==> config.mk <==
export PLATFORM = sky130hd
export DESIGN_NAME = spi_master
export DESIGN_NICKNAME = d
export VERILOG_FILES = /design/src/rtl/spi_master.sv
export SDC_FILE = /design/constraint.sdc
export NUM_CORES = 1
export LEC_CHECK = 0
export CORE_UTILIZATION = 57
export DETAILED_ROUTE_END_ITERATION = 7
export GPL_ROUTABILITY_DRIVEN = 0
export GPL_TIMING_DRIVEN = 0
export PLACE_DENSITY = 0.95
export SLEW_MARGIN = 20
export SYNTH_ARGS = -nofsm -noshare
export SYNTH_HDL_FRONTEND = slang
export SYNTH_SLANG_ARGS = --single-unit
==> constraint.sdc <==
create_clock -name clk -period 6.8 [get_ports clk]
set_input_delay 1.36 -clock clk [delete_from_list [all_inputs] [get_ports clk]]
set_output_delay 1.36 -clock clk [all_outputs]
set_load 0.005 [all_outputs]
==> src/rtl/spi_master.sv <==
// Mode-0 SPI master that shifts one BUFFER_SIZE-bit frame per start request.
// Publishes the received frame, its header check and frame/error counters when the frame ends.
module spi_master #(
    parameter int          BUFFER_SIZE = 160,
    parameter int          CLK_DIV     = 4,
    parameter logic [31:0] RX_HEADER   = 32'h61746164
) (
    input  logic                   clk,
    input  logic                   rst,
    input  logic                   start,
    input  logic [BUFFER_SIZE-1:0] tx_data,
    output logic                   busy,
    output logic                   done,
    output logic [BUFFER_SIZE-1:0] rx_data,
    output logic                   rx_valid,
    output logic [15:0]            frame_count,
    output logic [15:0]            err_count,
    output logic                   SPI_SCK,
    output logic                   SPI_SSEL,
    output logic                   SPI_MOSI,
    input  logic                   SPI_MISO
);

    typedef enum logic [2:0] {
        IDLE  = 3'd0,
        SETUP = 3'd1,
        SHIFT = 3'd2,
        HOLD  = 3'd3,
        GAP   = 3'd4
    } state_t;

    localparam logic [15:0] DIV_LAST = 16'(CLK_DIV - 1);
    localparam logic [15:0] GAP_LAST = 16'(2 * CLK_DIV - 1);
    localparam logic [15:0] BIT_LAST = 16'(BUFFER_SIZE - 1);

    state_t                 r_state;
    logic [15:0]            r_cnt;
    logic [15:0]            r_bit;
    logic                   r_high;
    logic [BUFFER_SIZE-1:0] r_tx;
    logic [BUFFER_SIZE-1:0] r_rx;
    logic [BUFFER_SIZE-1:0] r_rx_data;
    logic                   r_rx_valid;
    logic [15:0]            r_frame_count;
    logic [15:0]            r_err_count;
    logic                   r_busy;
    logic                   r_done;
    logic                   r_sck;
    logic                   r_ssel;
    logic                   r_mosi;

    logic                   w_hdr_match;

    assign w_hdr_match = (r_rx[BUFFER_SIZE-1 -: 32] == RX_HEADER);

    assign busy        = r_busy;
    assign done        = r_done;
    assign rx_data     = r_rx_data;
    assign rx_valid    = r_rx_valid;
    assign frame_count = r_frame_count;
    assign err_count   = r_err_count;
    assign SPI_SCK     = r_sck;
    assign SPI_SSEL    = r_ssel;
    assign SPI_MOSI    = r_mosi;

    // Frame sequencer: state, phase timing, shift registers and all registered outputs.
    always_ff @(posedge clk) begin
        if (rst) begin
            r_state       <= IDLE;
            r_cnt         <= 16'd0;
            r_bit         <= 16'd0;
            r_high        <= 1'b0;
            r_tx          <= '0;
            r_rx          <= '0;
            r_rx_data     <= '0;
            r_rx_valid    <= 1'b0;
            r_frame_count <= 16'd0;
            r_err_count   <= 16'd0;
            r_busy        <= 1'b0;
            r_done        <= 1'b0;
            r_sck         <= 1'b0;
            r_ssel        <= 1'b1;
            r_mosi        <= 1'b0;
        end else begin
            r_done <= 1'b0;
            case (r_state)
                IDLE: begin
                    r_sck <= 1'b0;
                    if (start) begin
                        r_tx    <= tx_data;
                        r_mosi  <= tx_data[BUFFER_SIZE-1];
                        r_ssel  <= 1'b0;
                        r_busy  <= 1'b1;
                        r_cnt   <= 16'd0;
                        r_state <= SETUP;
                    end else begin
                        r_mosi <= 1'b0;
                        r_ssel <= 1'b1;
                        r_busy <= 1'b0;
                    end
                end

                SETUP: begin
                    if (r_cnt == DIV_LAST) begin
                        r_cnt   <= 16'd0;
                        r_bit   <= 16'd0;
                        r_high  <= 1'b0;
                        r_state <= SHIFT;
                    end else begin
                        r_cnt <= r_cnt + 16'd1;
                    end
                end

                // MISO is captured as SCK rises; MOSI advances as SCK falls.
                SHIFT: begin
                    if (r_cnt != DIV_LAST) begin
                        r_cnt <= r_cnt + 16'd1;
                    end else if (!r_high) begin
                        r_cnt  <= 16'd0;
                        r_high <= 1'b1;
                        r_sck  <= 1'b1;
                        r_rx   <= {r_rx[BUFFER_SIZE-2:0], SPI_MISO};
                    end else begin
                        r_cnt  <= 16'd0;
                        r_high <= 1'b0;
                        r_sck  <= 1'b0;
                        if (r_bit == BIT_LAST) begin
                            r_mosi  <= 1'b0;
                            r_state <= HOLD;
                        end else begin
                            r_bit  <= r_bit + 16'd1;
                            r_tx   <= {r_tx[BUFFER_SIZE-2:0], 1'b0};
                            r_mosi <= r_tx[BUFFER_SIZE-2];
                        end
                    end
                end

                HOLD: begin
                    if (r_cnt == DIV_LAST) begin
                        r_cnt   <= 16'd0;
                        r_ssel  <= 1'b1;
                        r_state <= GAP;
                    end else begin
                        r_cnt <= r_cnt + 16'd1;
                    end
                end

                // Frame end publishes results; a held start chains straight into the next SETUP.
                GAP: begin
                    if (r_cnt == GAP_LAST) begin
                        r_cnt         <= 16'd0;
                        r_done        <= 1'b1;
                        r_rx_data     <= r_rx;
                        r_rx_valid    <= w_hdr_match;
                        r_frame_count <= r_frame_count + 16'd1;
                        if (!w_hdr_match && (r_err_count != 16'hFFFF)) begin
                            r_err_count <= r_err_count + 16'd1;
                        end else begin
                            r_err_count <= r_err_count;
                        end
                        if (start) begin
                            r_tx    <= tx_data;
                            r_mosi  <= tx_data[BUFFER_SIZE-1];
                            r_ssel  <= 1'b0;
                            r_busy  <= 1'b1;
                            r_state <= SETUP;
                        end else begin
                            r_busy  <= 1'b0;
                            r_state <= IDLE;
                        end
                    end else begin
                        r_cnt <= r_cnt + 16'd1;
                    end
                end

                default: begin
                    r_state <= IDLE;
                    r_cnt   <= 16'd0;
                    r_busy  <= 1'b0;
                    r_sck   <= 1'b0;
                    r_ssel  <= 1'b1;
                    r_mosi  <= 1'b0;
                end
            endcase
        end
    end

endmodule

# Word-level counts from Yosys, hierarchy flattened
# Index checks and enable logic that the tools add are counted.
[op_classes]
n_addsub = 4
multipliers = 0
div_mod_pow = 0
magnitude_cmp = 0
eq_ne = 19
shifts = 0
mux = 46
n_bitwise = 7
reduce_logical = 21
[ops]
columns = ["op", "n"]
rows = [
  ["2-to-1 mux 160 bit", 5],
  ["case mux 160 bit (3 select lines)", 1],
  ["2-to-1 mux 16 bit", 8],
  ["adder 16 x 1 -> 16 bit (second input constant)", 4],
  ["case mux 16 bit (4 select lines)", 1],
  ["== test 32 x 31 -> 1 bit (second input constant)", 1],
  ["case mux 16 bit (2 select lines)", 1],
  ["2-to-1 mux 3 bit", 7],
  ["!= test 2 bit (second input constant)", 9],
  ["2-to-1 mux 1 bit", 17],
  ["== test 16 x 2 -> 1 bit (second input constant)", 1],
  ["== test 16 x 3 -> 1 bit (second input constant)", 1],
  ["== test 16 x 8 -> 1 bit (second input constant)", 1],
  ["!= test 16 bit (second input constant)", 1],
  ["!= test 16 x 2 -> 1 bit (second input constant)", 1],
  ["case mux 3 bit (5 select lines)", 1],
  ["AND reduction 5 bit", 3],
  ["AND reduction 3 bit", 3],
  ["case mux 1 bit (4 select lines)", 2],
  ["inverter 1 bit", 7],
  ["AND reduction 7 bit", 1],
  ["== test 3 x 2 -> 1 bit (second input constant)", 2],
  ["AND reduction 2 bit", 3],
  ["OR reduction 2 bit", 3],
  ["11 further kinds", 13],
]
[totals]
reg_bits = 554
latch_bits = 0
mem_bits_rw = 0
rom_bits = 0
in_bits = 164
wordCells = 112
mem_count = 0

# Longest topological paths before layout
# Gate-level depths: netlist of the first run.
[logic_depth]
ltp_word = 5
ltp_mapped = 10
mapped_depth_nobuf = 6

# Worst setup path after synthesis of the first run
# Ideal clock, no wire load.
[synth_path]
path_type = "input to register"
start = "input port start"
end = "register r_tx[150]"
arrival_ns = 2.824
path_slack_ns = 3.885
stages = 7
n_path_buf = 2
cell_sequence = "nand2b_1 > a21oi_1 > a21boi_1 > clkbuf_1 > buf_1 > a31oi_1 > a311oi_1"
[synth_between]
elab_chain_cells = 3
[synth_lines]
columns = ["item", "line_no", "text"]
rows = [
  ["start, declared", "10", "input logic start,"],
  ["2-to-1 mux 160 bit *", "n/a", ""],
  ["2-to-1 mux 160 bit", "n/a", ""],
  ["case mux 160 bit (3 select lines) *", "n/a", ""],
  ["end signal, assigned", "90", "r_tx <= tx_data;"],
  ["end signal, assigned", "132", "r_tx <= {r_tx[BUFFER_SIZE-2:0], 1'b0};"],
  ["end signal, assigned", "162", "r_tx <= tx_data;"],
  ["end, declared", "40", "logic [BUFFER_SIZE-1:0] r_tx;"],
]
# Mark *: on every way between the ends. The rest lies on a longest branch, timed or not. The select of a mux whose other input is x is not followed.
# A chain may end at the register's enable or synchronous reset.

# Worst setup path in the final report of the first run
[layout_path]
start = "input port start"
end = "register r_tx[71]"
# The elaborated chain is that of the path after synthesis.

==> results_tabular.tex, run 1 <==
\begin{tabular}{lr}
\hline
Metric & Value \\
\hline
\multicolumn{2}{l}{\textbf{Global routing}} \\
Wire length of the first global-routing pass & 106900 um \\
Global routing usage summed across all routing layers & 33.59\% \\
Largest net degree at the start of global routing & 15 \\
Global-route congestion overflow total & 0 \\
Initial antenna violation count & 1 \\
Number of global-route vias before repair & 21577 \\
\multicolumn{2}{l}{\textbf{STA}} \\
Worst max-slew margin expressed relative to the limit & 28.92\% \\
Skew final & 0.02750 ns \\
Fin crit period & 3.980 ns \\
Number of endpoints failing setup at the final stage & 0 \\
Slew Limit Fails & 0 \\
Worst slew pin tran & 1.060 ns \\
Final Cycle Share & 58.53\% \\
Final hold violations & 0 \\
Unrepaired setup endpoints after global routing & false \\
FMAX & 251.2 MHz \\
Total Neg Setup Slack & 0 ns \\
\multicolumn{2}{l}{\textbf{Worst setup path}} \\
FF-to-FF Start & r\_state[2] \\
Endpoint of the worst-slack reg-to-reg timing path & r\_rx[36] \\
CP arrival & 4.45 ns \\
R2r worst-path depth & 9 \\
Maximum fanout count along the critical path & 10 \\
Worst EP required & 7.27 ns \\
Ordered cell list for the critical path & clkdlybuf4s50\_1 -> nand2b\_1 -> a21oi\_1 -> a21boi\_1 -> clkbuf\_1 -> clkbuf\_1 -> a31oi\_1 -> a311oi\_1 \\
R2R setup slack & 3.17 ns \\
Worst path slowest cell & sky130\_fd\_sc\_hd\_\_clkdlybuf4s50\_1 \\
Critical setup path kind & in -> reg \\
Slowest stage delay, CP & 0.61 ns \\
Worst path bufs/invs & 3 \\
Cell family with the largest share of critical-path delay & buffers and inverters \\
CP Capture Type & flop \\
Cell repeated most along the worst path & sky130\_fd\_sc\_hd\_\_clkbuf\_1 \\
Kind of start point of the critical path & input port \\
\multicolumn{2}{l}{\textbf{Final layout}} \\
Most common cell after layout, fill and taps aside & sky130\_fd\_sc\_hd\_\_nand2\_1 \\
Core Util, Final & 74.27\% \\
Final instance area & 0.02811 mm\^{}2 \\
Area added between synthesis and finish & 27.83\% \\
Most frequent cells in the layout & 986 x sky130\_fd\_sc\_hd\_\_nand2\_1, 553 x sky130\_fd\_sc\_hd\_\_dfxtp\_1, 364 x sky130\_fd\_sc\_hd\_\_a21oi\_1 \\
Diodes inserted & 0 \\
Number of filler cells placed in the layout & 2486 \\
Number of non-filler instances in the completed layout & 3742 \\
Net total in the final layout & 3358 \\
Layout cell share with drive strength beyond 1 & 4.488\% \\
\multicolumn{2}{l}{\textbf{Floorplanning}} \\
Number of placement rows & 71 \\
Initial Util & 58.10\% \\
Height of the die & 198.4 um \\
Core box area & 0.03784 mm\^{}2 \\
Count of boundary I/O pins & 362 \\
Die footprint & 0.03936 mm\^{}2 \\
Width of the chip & 198.4 um \\
\multicolumn{2}{l}{\textbf{CTS}} \\
Source-to-sink clock delay at the later pin of the worst-skew pair & 0.60 ns \\
TritonCTS clock tree & done \\
Clk Tree Root Cell & sky130\_fd\_sc\_hd\_\_clkbuf\_16 \\
Sink count of the clock tree & 553 \\
Setup bufs post-CTS & 0 \\
Hold\_buf cts & 0 \\
Deepest level of the CTS H-tree & 2 \\
Maximum root-to-sink buffer count & 3 \\
Clock input transition at the sequential cells of the worst setup and hold paths & 0.06 ns \\
TritonCTS Buffers & 53 \\
Post-CTS sizing & 0 \\
\multicolumn{2}{l}{\textbf{Synthesis}} \\
Syn\_area\_per\_cell & 7.923 um\^{}2 \\
Most used DFF post-synth & sky130\_fd\_sc\_hd\_\_dfxtp\_1 \\
Synthesis-stage register bit count & 553 \\
Netlist Area Pre-Place & 0.02199 mm\^{}2 \\
Number of synthesized flops with an enable pin & 0 \\
Cell types occupying the most area after synthesis & sky130\_fd\_sc\_hd\_\_dfxtp\_1 50\%, sky130\_fd\_sc\_hd\_\_nand2\_1 17\%, sky130\_fd\_sc\_hd\_\_a21oi\_1 8.3\% \\
Total nets after synthesis & 2943 \\
Share of synthesized area occupied by flip-flops and latches & 50.35\% \\
Yosys top cell area share & 50.35\% \\
Library cells used by synthesis & 54 \\
Gate count after technology mapping & 2775 \\
Fraction of registers with async set/reset & 0\% \\
Yosys warning count & 0 \\
Library cell with the largest summed area after synthesis & sky130\_fd\_sc\_hd\_\_dfxtp\_1 \\
\multicolumn{2}{l}{\textbf{Route}} \\
Via-per-instance ratio & 6.124 \\
Via count & 22917 \\
Detailed-route wire length per cell & 18.41 um \\
Total detailed-routing wirelength & 68880 um \\
Drt drc & 0 \\
First drt pass iteration count & 8 \\
Iteration-0 DRC count of the detailed router & 2567 \\
Remaining antenna violation count after routing & 0 \\
\multicolumn{2}{l}{\textbf{Hold path}} \\
HP Start & rx\_data[104] \\
Hold-critical path depth & 2 \\
Type of the worst min-delay path & reg -> reg \\
Hold Path End & rx\_data[104] \\
\multicolumn{2}{l}{\textbf{Placement}} \\
Instance area after placement & 0.02623 mm\^{}2 \\
Placed Cells & 3646 \\
Quantity of I/O buffers inserted on ports & 360 \\
Dpl hpwl & 47830 um \\
\multicolumn{2}{l}{\textbf{Power}} \\
Total power after layout & 0.009582 W \\
Peak supply drop & 0.0002183 V \\
Cell area power density & 340.9 mW/mm\^{}2 \\
Leakage power of the design & 9.327 nW \\
\multicolumn{2}{l}{\textbf{Job}} \\
Max-capacitance violation count & 0 \\
\multicolumn{2}{l}{\textbf{Status}} \\
Result of the run & complete, no violations \\
\hline
\end{tabular}
[layout make-up]
type	count	area, um^2	area share (%)
sequential	553	11070	39.39
clock inverter	17	269.0	0.9571
tap	511	639.4	2.275
timing repair buffer	360	3603	12.82
clock buffer	79	1605	5.711
inverter	11	41.29	0.1469
buffer	255	1015	3.610
multi-input combinational	1956	9863	35.09
[state kept, by name, summed over array words and instances, names as in the netlist]
name,flops
r_bit,16
busy,1
SPI_SSEL,1
rx_data,160
SPI_MOSI,1
r_tx,159
frame_count,16
r_rx,160
done,1
SPI_SCK,1
err_count,16
r_high,1
rx_valid,1
r_state,3
r_cnt,16
[cell families (layout without fill, tap and decap cells)]
family,count (synthesis),count (layout),synth area share (%)
and+or+nand+nor,1181,1181,22.31
adders and majority gates,4,4,0.2276
buffers and inverters,266,722,4.803
muxes,8,8,0.3983
xor gates and xnor gates,21,21,0.8365
AOI/OAI and AO/OA,742,742,21.08
DFF,553,553,50.35
[metrics by stage]
stage	worst slack [ns]	hold WS, ns
after floorplan	3.885	0.4433
after global placement	2.525	0.4394
after detailed placement	2.428	0.4480
after CTS	2.959	0.4560
after global routing	2.706	0.4743
final	2.820	0.4558
[worst max-delay path by stage]
stage          start         to  slack, ns  cells past startpoint
5_1_grt        start   r_tx[56]       2.71                      8
3_3_place_gp   start  r_tx[128]       2.53                      8
4_1_cts        start   r_tx[56]       2.96                      8
6_report       start   r_tx[71]       2.82                      8
3_5_place_dp   start  r_tx[126]       2.43                      8
2_1_floorplan  start  r_tx[150]       3.89                      7
[power by group]
part / switching (W) / internal, W / leakage [nW]
Combinational: 0.00152 / 0.000919 / 3.92
Clock: 0.00129 / 0.00186 / 0.916
Sequential: 0.000278 / 0.00372 / 4.49
Total: 0.00308 / 0.00650 / 9.33
[tightest hold or removal path, cell delays in order (launching register included)]
cell and delay, ns:
sky130_fd_sc_hd__dfxtp_1 0.30, sky130_fd_sc_hd__nand2_1 0.05, sky130_fd_sc_hd__a21oi_1 0.05
[Yosys cell counts (2+ instances only)]
cell type / instances
sky130_fd_sc_hd__nor3b_1: 3
sky130_fd_sc_hd__nand2_1: 986
sky130_fd_sc_hd__nand3_1: 28
sky130_fd_sc_hd__or3_1: 5
sky130_fd_sc_hd__nand2b_1: 6
sky130_fd_sc_hd__nor4_1: 9
sky130_fd_sc_hd__o31ai_1: 25
sky130_fd_sc_hd__a21o_1: 5
sky130_fd_sc_hd__nand4_1: 16
sky130_fd_sc_hd__xnor2_1: 10
sky130_fd_sc_hd__and3_1: 9
sky130_fd_sc_hd__nor4bb_1: 3
sky130_fd_sc_hd__nor3_1: 10
sky130_fd_sc_hd__and2_1: 4
sky130_fd_sc_hd__o21ai_0: 13
sky130_fd_sc_hd__dfxtp_1: 553
sky130_fd_sc_hd__nor2b_1: 7
sky130_fd_sc_hd__o21a_1: 2
sky130_fd_sc_hd__nor4_4: 2
sky130_fd_sc_hd__o2111ai_1: 2
sky130_fd_sc_hd__a311oi_1: 160
sky130_fd_sc_hd__a21oi_1: 364
sky130_fd_sc_hd__buf_1: 6
sky130_fd_sc_hd__xor2_1: 11
sky130_fd_sc_hd__and4_1: 8
sky130_fd_sc_hd__mux2_1: 2
sky130_fd_sc_hd__ha_1: 4
sky130_fd_sc_hd__nor2_1: 43
sky130_fd_sc_hd__nor4b_1: 6
sky130_fd_sc_hd__mux2i_1: 2
sky130_fd_sc_hd__a22oi_1: 2
sky130_fd_sc_hd__or2_2: 2
sky130_fd_sc_hd__buf_2: 43
sky130_fd_sc_hd__clkbuf_1: 205
sky130_fd_sc_hd__mux2_2: 4
sky130_fd_sc_hd__inv_1: 11
sky130_fd_sc_hd__a31oi_1: 160
sky130_fd_sc_hd__or4_1: 26
sky130_fd_sc_hd__o211ai_1: 3
[per-layer routing]
layer,vias up,part of all wire [%],GRT usage (%)
met2,1493,47,56.48
li1,10507,-,-
met5,-,0.015,0
met1,10632,36,38.77
met3,283,11,8.766
met4,2,5.3,18.95
Power figures use the tool's default switching activity.
==> inputs of run 2 (changes only) <==
Settings changed: CORE_UTILIZATION 57 to 53, PLACE_DENSITY 0.95 to 0.9.
Clock period 6.8 ns to 4.1 ns, I/O delays scaled along.
==> results_tabular.tex, run 2 (synthesized netlist as in run 1, its figures left out) <==
\begin{tabular}{lr}
\hline
Metric & Value \\
\hline
\multicolumn{2}{l}{\textbf{Final layout}} \\
Final instance area & 0.02794 mm\^{}2 (-0.60\%) \\
Area added between synthesis and finish & 27.07\% \\
Diodes inserted & 0 (unchanged) \\
Net total in the final layout & 3359 (+0.030\%) \\
Layout cell share with drive strength beyond 1 & 4.211\% (-0.28 points) \\
Most common cell after layout, fill and taps aside & sky130\_fd\_sc\_hd\_\_nand2\_1 \\
Most frequent cells in the layout & 986 x sky130\_fd\_sc\_hd\_\_nand2\_1, 553 x sky130\_fd\_sc\_hd\_\_dfxtp\_1, 364 x sky130\_fd\_sc\_hd\_\_a21oi\_1 \\
\multicolumn{2}{l}{\textbf{Floorplanning}} \\
Height of the die & 205.7 um (+3.7\%) \\
Die footprint & 0.04230 mm\^{}2 (+7.5\%) \\
Number of placement rows & 74 (+4.2\%) \\
Width of the chip & 205.7 um (+3.7\%) \\
Initial Util & 53.85\% (-4.3 points) \\
Core box area & 0.04083 mm\^{}2 (+7.9\%) \\
Count of boundary I/O pins & 362 (unchanged) \\
\multicolumn{2}{l}{\textbf{STA}} \\
Fin crit period & 3.579 ns \\
Number of endpoints failing setup at the final stage & 0 (unchanged) \\
Total Neg Setup Slack & 0 ns (unchanged) \\
Fin Hold WS & 0.4529 ns (-0.002894 ns) \\
Worst slew pin tran & 0.9258 ns (-0.1346 ns) \\
Final Cycle Share & 87.29\% \\
Skew final & 0.01333 ns (-0.01417 ns) \\
Unrepaired setup endpoints after global routing & false \\
Final hold violations & 0 (unchanged) \\
FMAX & 279.4 MHz \\
Slew Limit Fails & 0 (unchanged) \\
Worst max-slew margin expressed relative to the limit & 37.94\% (+9.0 points) \\
\multicolumn{2}{l}{\textbf{Placement}} \\
Quantity of I/O buffers inserted on ports & 360 (unchanged) \\
Instance area after placement & 0.02626 mm\^{}2 (about the same) \\
Dpl hpwl & 48030 um (+0.40\%) \\
\multicolumn{2}{l}{\textbf{CTS}} \\
Source-to-sink clock delay at the later pin of the worst-skew pair & 0.61 ns (about the same) \\
TritonCTS Buffers & 54 (+1.9\%) \\
Clk Tree Root Cell & sky130\_fd\_sc\_hd\_\_clkbuf\_16 \\
Maximum root-to-sink buffer count & 3 (unchanged) \\
Deepest level of the CTS H-tree & 2 (unchanged) \\
Sink count of the clock tree & 553 (unchanged) \\
Hold\_buf cts & 0 (unchanged) \\
Clock input transition at the sequential cells of the worst setup and hold paths & 0.06 ns (about the same) \\
TritonCTS clock tree & done \\
Post-CTS sizing & 0 (unchanged) \\
Setup bufs post-CTS & 0 (unchanged) \\
\multicolumn{2}{l}{\textbf{Power}} \\
Peak supply drop & 0.0003395 V (+56\%) \\
Internal power & 0.01039 W (+60\%) \\
Net switching power of the design & 0.005037 W (+63\%) \\
Proportion of power drawn by the clock network & 31.0\% (-1.9 points) \\
Cell area power density & 552.1 mW/mm\^{}2 (+62\%) \\
Leakage power of the design & 9.240 nW (-0.92\%) \\
Sequential Power Share & 43.0\% (+1.3 points) \\
Part of the total power dissipated in combinational logic & 26.0\% (+0.6 points) \\
Net switching share of the total power & 32.66\% (+0.50 points) \\
\multicolumn{2}{l}{\textbf{Route}} \\
Detailed-route wire length per cell & 17.90 um (-2.8\%) \\
Via count & 22432 (-2.1\%) \\
Remaining antenna violation count after routing & 0 (unchanged) \\
Iteration-0 DRC count of the detailed router & 2115 (-18\%) \\
First drt pass iteration count & 7 (-1) \\
Drt drc & 0 (unchanged) \\
Via-per-instance ratio & 5.963 (-2.6\%) \\
Total detailed-routing wirelength & 67340 um (-2.2\%) \\
\multicolumn{2}{l}{\textbf{Global routing}} \\
Global-route congestion overflow total & 0 (unchanged) \\
Initial antenna violation count & 0 (-1) \\
Largest net degree at the start of global routing & 15 (unchanged) \\
Global routing usage summed across all routing layers & 30.63\% (-3.0 points) \\
Number of global-route vias before repair & 20936 (-3.0\%) \\
Wire length of the first global-routing pass & 104600 um (-2.2\%) \\
\multicolumn{2}{l}{\textbf{Hold path}} \\
Type of the worst min-delay path & reg -> reg \\
\multicolumn{2}{l}{\textbf{Worst setup path}} \\
Kind of start point of the critical path & flop \\
CP Capture Type & flop \\
Critical setup path kind & reg -> reg \\
CP arrival & 4.10 ns (-0.35 ns) \\
R2R setup slack & 0.52 ns (-2.65 ns) \\
Maximum fanout count along the critical path & 10 (unchanged) \\
Worst EP required & 4.62 ns (-2.65 ns) \\
\multicolumn{2}{l}{\textbf{Status}} \\
Result of the run & complete, no violations \\
\multicolumn{2}{l}{\textbf{Job}} \\
Max-capacitance violation count & 0 (unchanged) \\
\hline
\end{tabular}
-- run 2: cell count changes in the layout (fill, tap and decap cells not counted), sizes merged --
cell	previous run	this run
bufinv	6	1
clkinvlp	3	1
inv	12	13
clkbuf	284	286
clkinv	7	10
-- run 2: area by class of cell --
cell class,count,area [um^2]
repair buffers,360,3603
multi-input cells,1956,9863
fillers,3047,12890
clock inverters,14,116.4
clock buffers,81,1564
flip-flops and latches,553,11070
plain buffers,255,1015
inverters,11,41.29
well taps,532,665.6
-- run 2: power groups by stage --
stage                     sequential [W]  clock, W  combinational [W]
after floorplan                  0.00657         0            0.00287
after global placement           0.00664         0            0.00366
after detailed placement         0.00669         0            0.00387
after CTS                        0.00660   0.00480            0.00391
after global routing             0.00668   0.00504            0.00437
final                            0.00663   0.00478            0.00402
-- run 2: worst paths after layout --
kind | cells past startpoint | from | endpoint
max | 9 | r_state[2] | r_rx[84]
min | 2 | rx_data[63] | rx_data[63]
max reg2reg | 9 | r_state[2] | r_rx[84]
min reg2reg | 2 | rx_data[63] | rx_data[63]
-- run 2: worst max-delay path, stage by stage (launching register included) --
cell and delay (ns):
sky130_fd_sc_hd__dfxtp_1 0.34, sky130_fd_sc_hd__nand2b_1 0.21, sky130_fd_sc_hd__or2_1 0.22, sky130_fd_sc_hd__clkbuf_1 0.21, sky130_fd_sc_hd__clkbuf_1 0.37, sky130_fd_sc_hd__nor3_2 0.84
sky130_fd_sc_hd__clkbuf_1 0.63, sky130_fd_sc_hd__buf_2 0.39, sky130_fd_sc_hd__nand2_1 0.10, sky130_fd_sc_hd__a21oi_1 0.18
-- run 2: per-stage QoR --
| stage | worst slack [ns] | total power [W] | cells | utilization (%) |
|---|---|---|---|---|
| final | 0.5211 | 0.01542 | 3762 | 68.43 |
| after global placement | 0.3226 | 0.01031 | 3667 | 64.30 |
| after global routing | 0.3914 | 0.01610 | 3762 | 68.43 |
| after floorplan | 1.725 | 0.009444 | 2775 | - |
| after CTS | 0.5782 | 0.01531 | 3762 | 68.42 |
| after detailed placement | 0.1918 | 0.01056 | 3667 | 64.30 |
-- run 2: layer usage --
metal,global-route usage (%),routed length (um),share of wire [%],vias to the layer above
li1,-,-,-,10527
met1,37.43,25940,39,10450
met2,52.02,32070,48,1274
met3,6.794,7074,11,181
met4,12.30,2256,3.4,0
met5,0,0,0,-
==> RTL edit 1 (settings of run 2) <==
`BUFFER_SIZE`: 160 -> 240.
--- a/src/rtl/spi_master.sv
+++ b/src/rtl/spi_master.sv
@@ -1,7 +1,7 @@
 // Mode-0 SPI master that shifts one BUFFER_SIZE-bit frame per start request.
 // Publishes the received frame, its header check and frame/error counters when the frame ends.
 module spi_master #(
-    parameter int          BUFFER_SIZE = 160,
+    parameter int          BUFFER_SIZE = 240,
     parameter int          CLK_DIV     = 4,
     parameter logic [31:0] RX_HEADER   = 32'h61746164
 ) (
Ports: changed (resized rx_data and tx_data); port bits go from 362 to 522. The function was not compared with the original's and may differ.
==> RTL edit 1 against run 2 <==
Fmax fell by 8.0%; largest cell class unchanged; count of clock-buffer cells in the layout is 35 higher; total power grew 9.3%; via count is 41% higher; sequential cell count increased by 240; largest power group unchanged; wire length is 44% higher; critical path type unchanged; critical path depth decreased by 1; area after synthesis rose by 41%; critical endpoint is now rx_data[113]; first-iteration DRC count increased by 37%; worst setup slack got worse by 0.31 ns; synthesized cell count rose by 42%; cell area grew 43%.
==> RTL edit 1: results (changes against run 2) <==
- The length in cells of the worst reg-to-reg path is 8 (-1).
- The post-detailed-placement cell area is 37200 um2 (+42%).
- The setup skew after layout is 0.0286 ns (+0.0153 ns).
- The library cell contributing the largest single delay on the critical path is sky130_fd_sc_hd__nor2_1.
- The number of distinct standard cells referenced by the synthesized netlist is 60 (+11%).
- The overall global routing resource usage is 31.5% (+0.89 points).
- By area the synthesized netlist is led by sky130_fd_sc_hd__dfxtp_1 (51%), sky130_fd_sc_hd__nand2_1 (18%), sky130_fd_sc_hd__a21oi_1 (8.2%).
- The register area share after synthesis is 51.1% (+0.78 points).
- The commonest cells after synthesis are sky130_fd_sc_hd__nand2_1 (1477), sky130_fd_sc_hd__dfxtp_1 (793), sky130_fd_sc_hd__a21oi_1 (511), sky130_fd_sc_hd__clkbuf_1 (254), sky130_fd_sc_hd__a31oi_1 (241).
- The global-route wire length before repair is 152000 um (+46%).
- The net count after synthesis is 4177 (+42%).
- The H-tree depth reported by CTS came to 3 (+1).
- The number of clock buffers inserted by TritonCTS is 81 (+50%).
- The HPWL after detailed placement is 68400 um (+42%).
- The launch point of the worst path is r_cnt[0].
- The path with the worst hold slack has its endpoint at rx_data[181].
- The leakage component of the power is 13.5 nW (+46%).
- The maximum ir drop on the vdd rail was 299 uV (-12%).
- The flow ran to the end, and the final reports show no timing, DRC or antenna violations.
- The measured slew at the worst slew-check pin is 1.16 ns (+0.230 ns).
- The via count of the first global-routing pass is 29500 (+41%).
- The final net count came to 4781 (+42%).
- The largest stage delay on the critical path is 1.00 ns (+0.16 ns).
- The routed length per placed instance was 18.1 um (+0.96%).
- The initial DRC count is 2895 (+37%).
- The vias per cell is 5.89 (-1.3%).
[RTL edit 1: how the worst max path moves through the flow]
stage | endpoint | slack [ns] | depth (start not counted)
floorplan | r_tx[232] | 1.79 | 8
global placement | r_rx[77] | -0.23 | 6
detailed placement | r_rx[98] | 0.15 | 6
CTS | rx_data[113] | 0.39 | 8
global route | rx_data[113] | 0.03 | 8
finish | rx_data[113] | 0.21 | 8
[RTL edit 1: metal layers]
metal / vias to the layer above / routed length [um] / global-route usage [%] / share of wire [%]
li1: 14800 / - / - / -
met1: 14800 / 36300 / 37.3 / 37
met2: 1698 / 45900 / 52.8 / 47
met3: 307 / 9340 / 6.90 / 9.6
met4: 6 / 5490 / 18.0 / 5.7
met5: - / 33 / 0 / 0.034
[RTL edit 1: worst max-delay path, delay by kind of cell (launching register included)]
family                     cells  cell delay (ns)
and+or+nand+nor                4             1.99
adders and majority gates      1             0.22
buffers and inverters          2             1.03
DFF                            1             0.37
AOI/OAI and AO/OA              1             0.18
[RTL edit 1: logic make-up after synthesis]
family | synth area share, %
AO/OA/AOI/OAI | 21.1
adder cells (fa/ha/maj) | 0.161
AND/OR/NAND/NOR | 21.6
buffers and inverters | 5.00
multiplexers | 0.173
XOR/XNOR | 0.903
flip-flops | 51.1
[RTL edit 1: final cells by class]
class | instances | area, um2
Fill cell | 4188 | 17700
Sequential cell | 793 | 15900
Multi-Input combinational cell | 2760 | 13600
Timing Repair Buffer | 521 | 5220
Clock buffer | 116 | 2430
Buffer | 367 | 1520
Tap cell | 765 | 957
Clock inverter | 31 | 389
Inverter | 9 | 33.8
Antenna cell | 8 | 20.0
[RTL edit 1: metrics by stage]
step / setup WS (ns) / hold slack, ns / cells
after global routing: 0.0268 / 0.470 / 5369
after detailed placement: 0.146 / 0.445 / 5215
after floorplan: 1.79 / 0.445 / 3929
after global placement: -0.227 / 0.442 / 5215
final: 0.208 / 0.452 / 5370
after CTS: 0.388 / 0.454 / 5362
[RTL edit 1: where the power goes]
part / switching, W / internal [W] / total [W]
logic: 0.000559 / 0.000497 / 0.00106
clock network: 0.00311 / 0.00464 / 0.00775
registers: 0.000124 / 0.00793 / 0.00805
==> RTL edit 2 (flow settings as in run 2) <==
Made on the original files. Register the output `err_count` once more, with the module's reset; this adds one clock of latency there. The other outputs are not delayed to match.
--- a/src/rtl/spi_master.sv
+++ b/src/rtl/spi_master.sv
@@ -58,7 +58,13 @@
     assign rx_data     = r_rx_data;
     assign rx_valid    = r_rx_valid;
     assign frame_count = r_frame_count;
-    assign err_count   = r_err_count;
+    always_ff @(posedge clk) begin
+        if (rst) begin
+            err_count <= '0;
+        end else begin
+            err_count <= r_err_count;
+        end
+    end
     assign SPI_SCK     = r_sck;
     assign SPI_SSEL    = r_ssel;
     assign SPI_MOSI    = r_mosi;
Check against the original RTL: not settled (the Yosys comparison gave no result); the edit may change what the design does.
==> RTL edit 2 against run 2 <==
Area after synthesis grew 1.6%; cell area grew 2.2%; critical endpoint is now r_rx[97]; critical path depth shrank 1; sequential cell count grew 16; utilization grew 0.89 points; global-route usage shrank 2.1 points; wire length shrank 6.6%; worst setup slack lost 0.096 ns; worst hold slack lost 0.0028 ns; first-iteration DRC count shrank 27%; fmax shrank 2.6%.
Power is not compared: it rests on default switching activity, and its combinational part moved more than twofold at a synthesized area within 25%.
==> RTL edit 2: results (changes against run 2) <==
- The data arrival at the endpoint of the critical path was 4.19 ns (+0.09 ns).
- The vias per cell is 5.74 (-3.8%).
- The number of distinct standard cells referenced by the synthesized netlist is 62 (+15%).
- The non-clock buffer contribution to total cell area came to 15.8% (-0.71 points).
- The count of fill cells added during filler insertion is 2947 (-3.3%).
- The multi-input combinational cell count is 1819 (-7.0%).
- The overall global routing resource usage was 28.5% (-2.1 points).
- The minimum setup slack among reg-to-reg paths came to 0.42 ns (-0.10 ns).
- The final net count was 3205 (-4.6%).
- The run finished with clean final reports.
- The setup skew after layout is 0.0257 ns (+0.0124 ns).
- The share of synthesized cell area in full adder, half adder and majority cells is 0.224% (-0.0036 points).
- The register area share after synthesis is 51.0% (+0.64 points).
- The worst hold path startpoint is rx_data[3].
- The family with the most delay on the worst path is simple AND/OR/NAND/NOR gates.
- The net count after synthesis is 2787 (-5.3%).
- The global-route wire length before repair was 102000 um (-2.9%).
- The clock-cell share of area is 6.83% (+0.82 points).
- The detailed-routing iteration count for the pre-antenna-repair pass is 6 (-1).
- The most critical setup path has its endpoint at r_rx[97].
- The HPWL after detailed placement is 44900 um (-6.4%).
- The length in cells of the worst reg-to-reg path is 8 (-1).
- The initial DRC count was 1548 (-27%).
- The total of plain and repair buffers excluding clock buffers is 580 (-5.7%).
- The worst hold slack after final layout is 0.450 ns (-0.00281 ns).
- The routed length per placed instance is 17.4 um (-2.7%).
- The post-synthesis compound-gate area fraction came to 18.8% (-2.3 points).
- The area occupied by registers is 11400 um2 (+2.9%).
- The highest clock rate is 272 MHz (-2.6%).
- The mean instance size in the synthesized netlist is 8.53 um2 (+7.6%).
- The area of the multi-input gates is 9990 um2 (+1.3%).
- The number of clock buffers inserted by TritonCTS was 56 (+3.7%).
- The chip width is 207 um (+0.79%).
- The worst hold path terminates at rx_data[3].
- The total placed cells including tap cells is 3511 (-4.3%).
- The final instance area came to 28600 um2 (+2.2%).
- The XOR/XNOR share of the synthesized area is 1.06% (+0.22 points).
- The startpoint identified for the worst register-to-register timing path is r_cnt[0].
## RTL edit 2: changes by cell type after synthesis, moves of 8 or more
cell / before / now
sky130_fd_sc_hd__a311oi_1: 160 / 2
sky130_fd_sc_hd__a31oi_1: 160 / 4
sky130_fd_sc_hd__clkbuf_1: 205 / 159
sky130_fd_sc_hd__a211oi_1: 1 / 160
sky130_fd_sc_hd__o31ai_1: 25 / 14
sky130_fd_sc_hd__mux2i_1: 2 / 159
sky130_fd_sc_hd__buf_2: 43 / 58
sky130_fd_sc_hd__nor2_1: 43 / 54
sky130_fd_sc_hd__dfxtp_1: 553 / 569
sky130_fd_sc_hd__nand2_1: 986 / 679
sky130_fd_sc_hd__a21oi_1: 364 / 509
sky130_fd_sc_hd__nor2b_1: 7 / 17
sky130_fd_sc_hd__or3_1: 5 / 13
## RTL edit 2: metal layers
metal,vias to the layer above,share of wire (%),GRT usage [%]
li1,9929,-,-
met4,0,3.5,12.7
met1,9743,39,32.8
met5,-,0,0
met2,896,49,50.2
met3,157,8.3,6.76
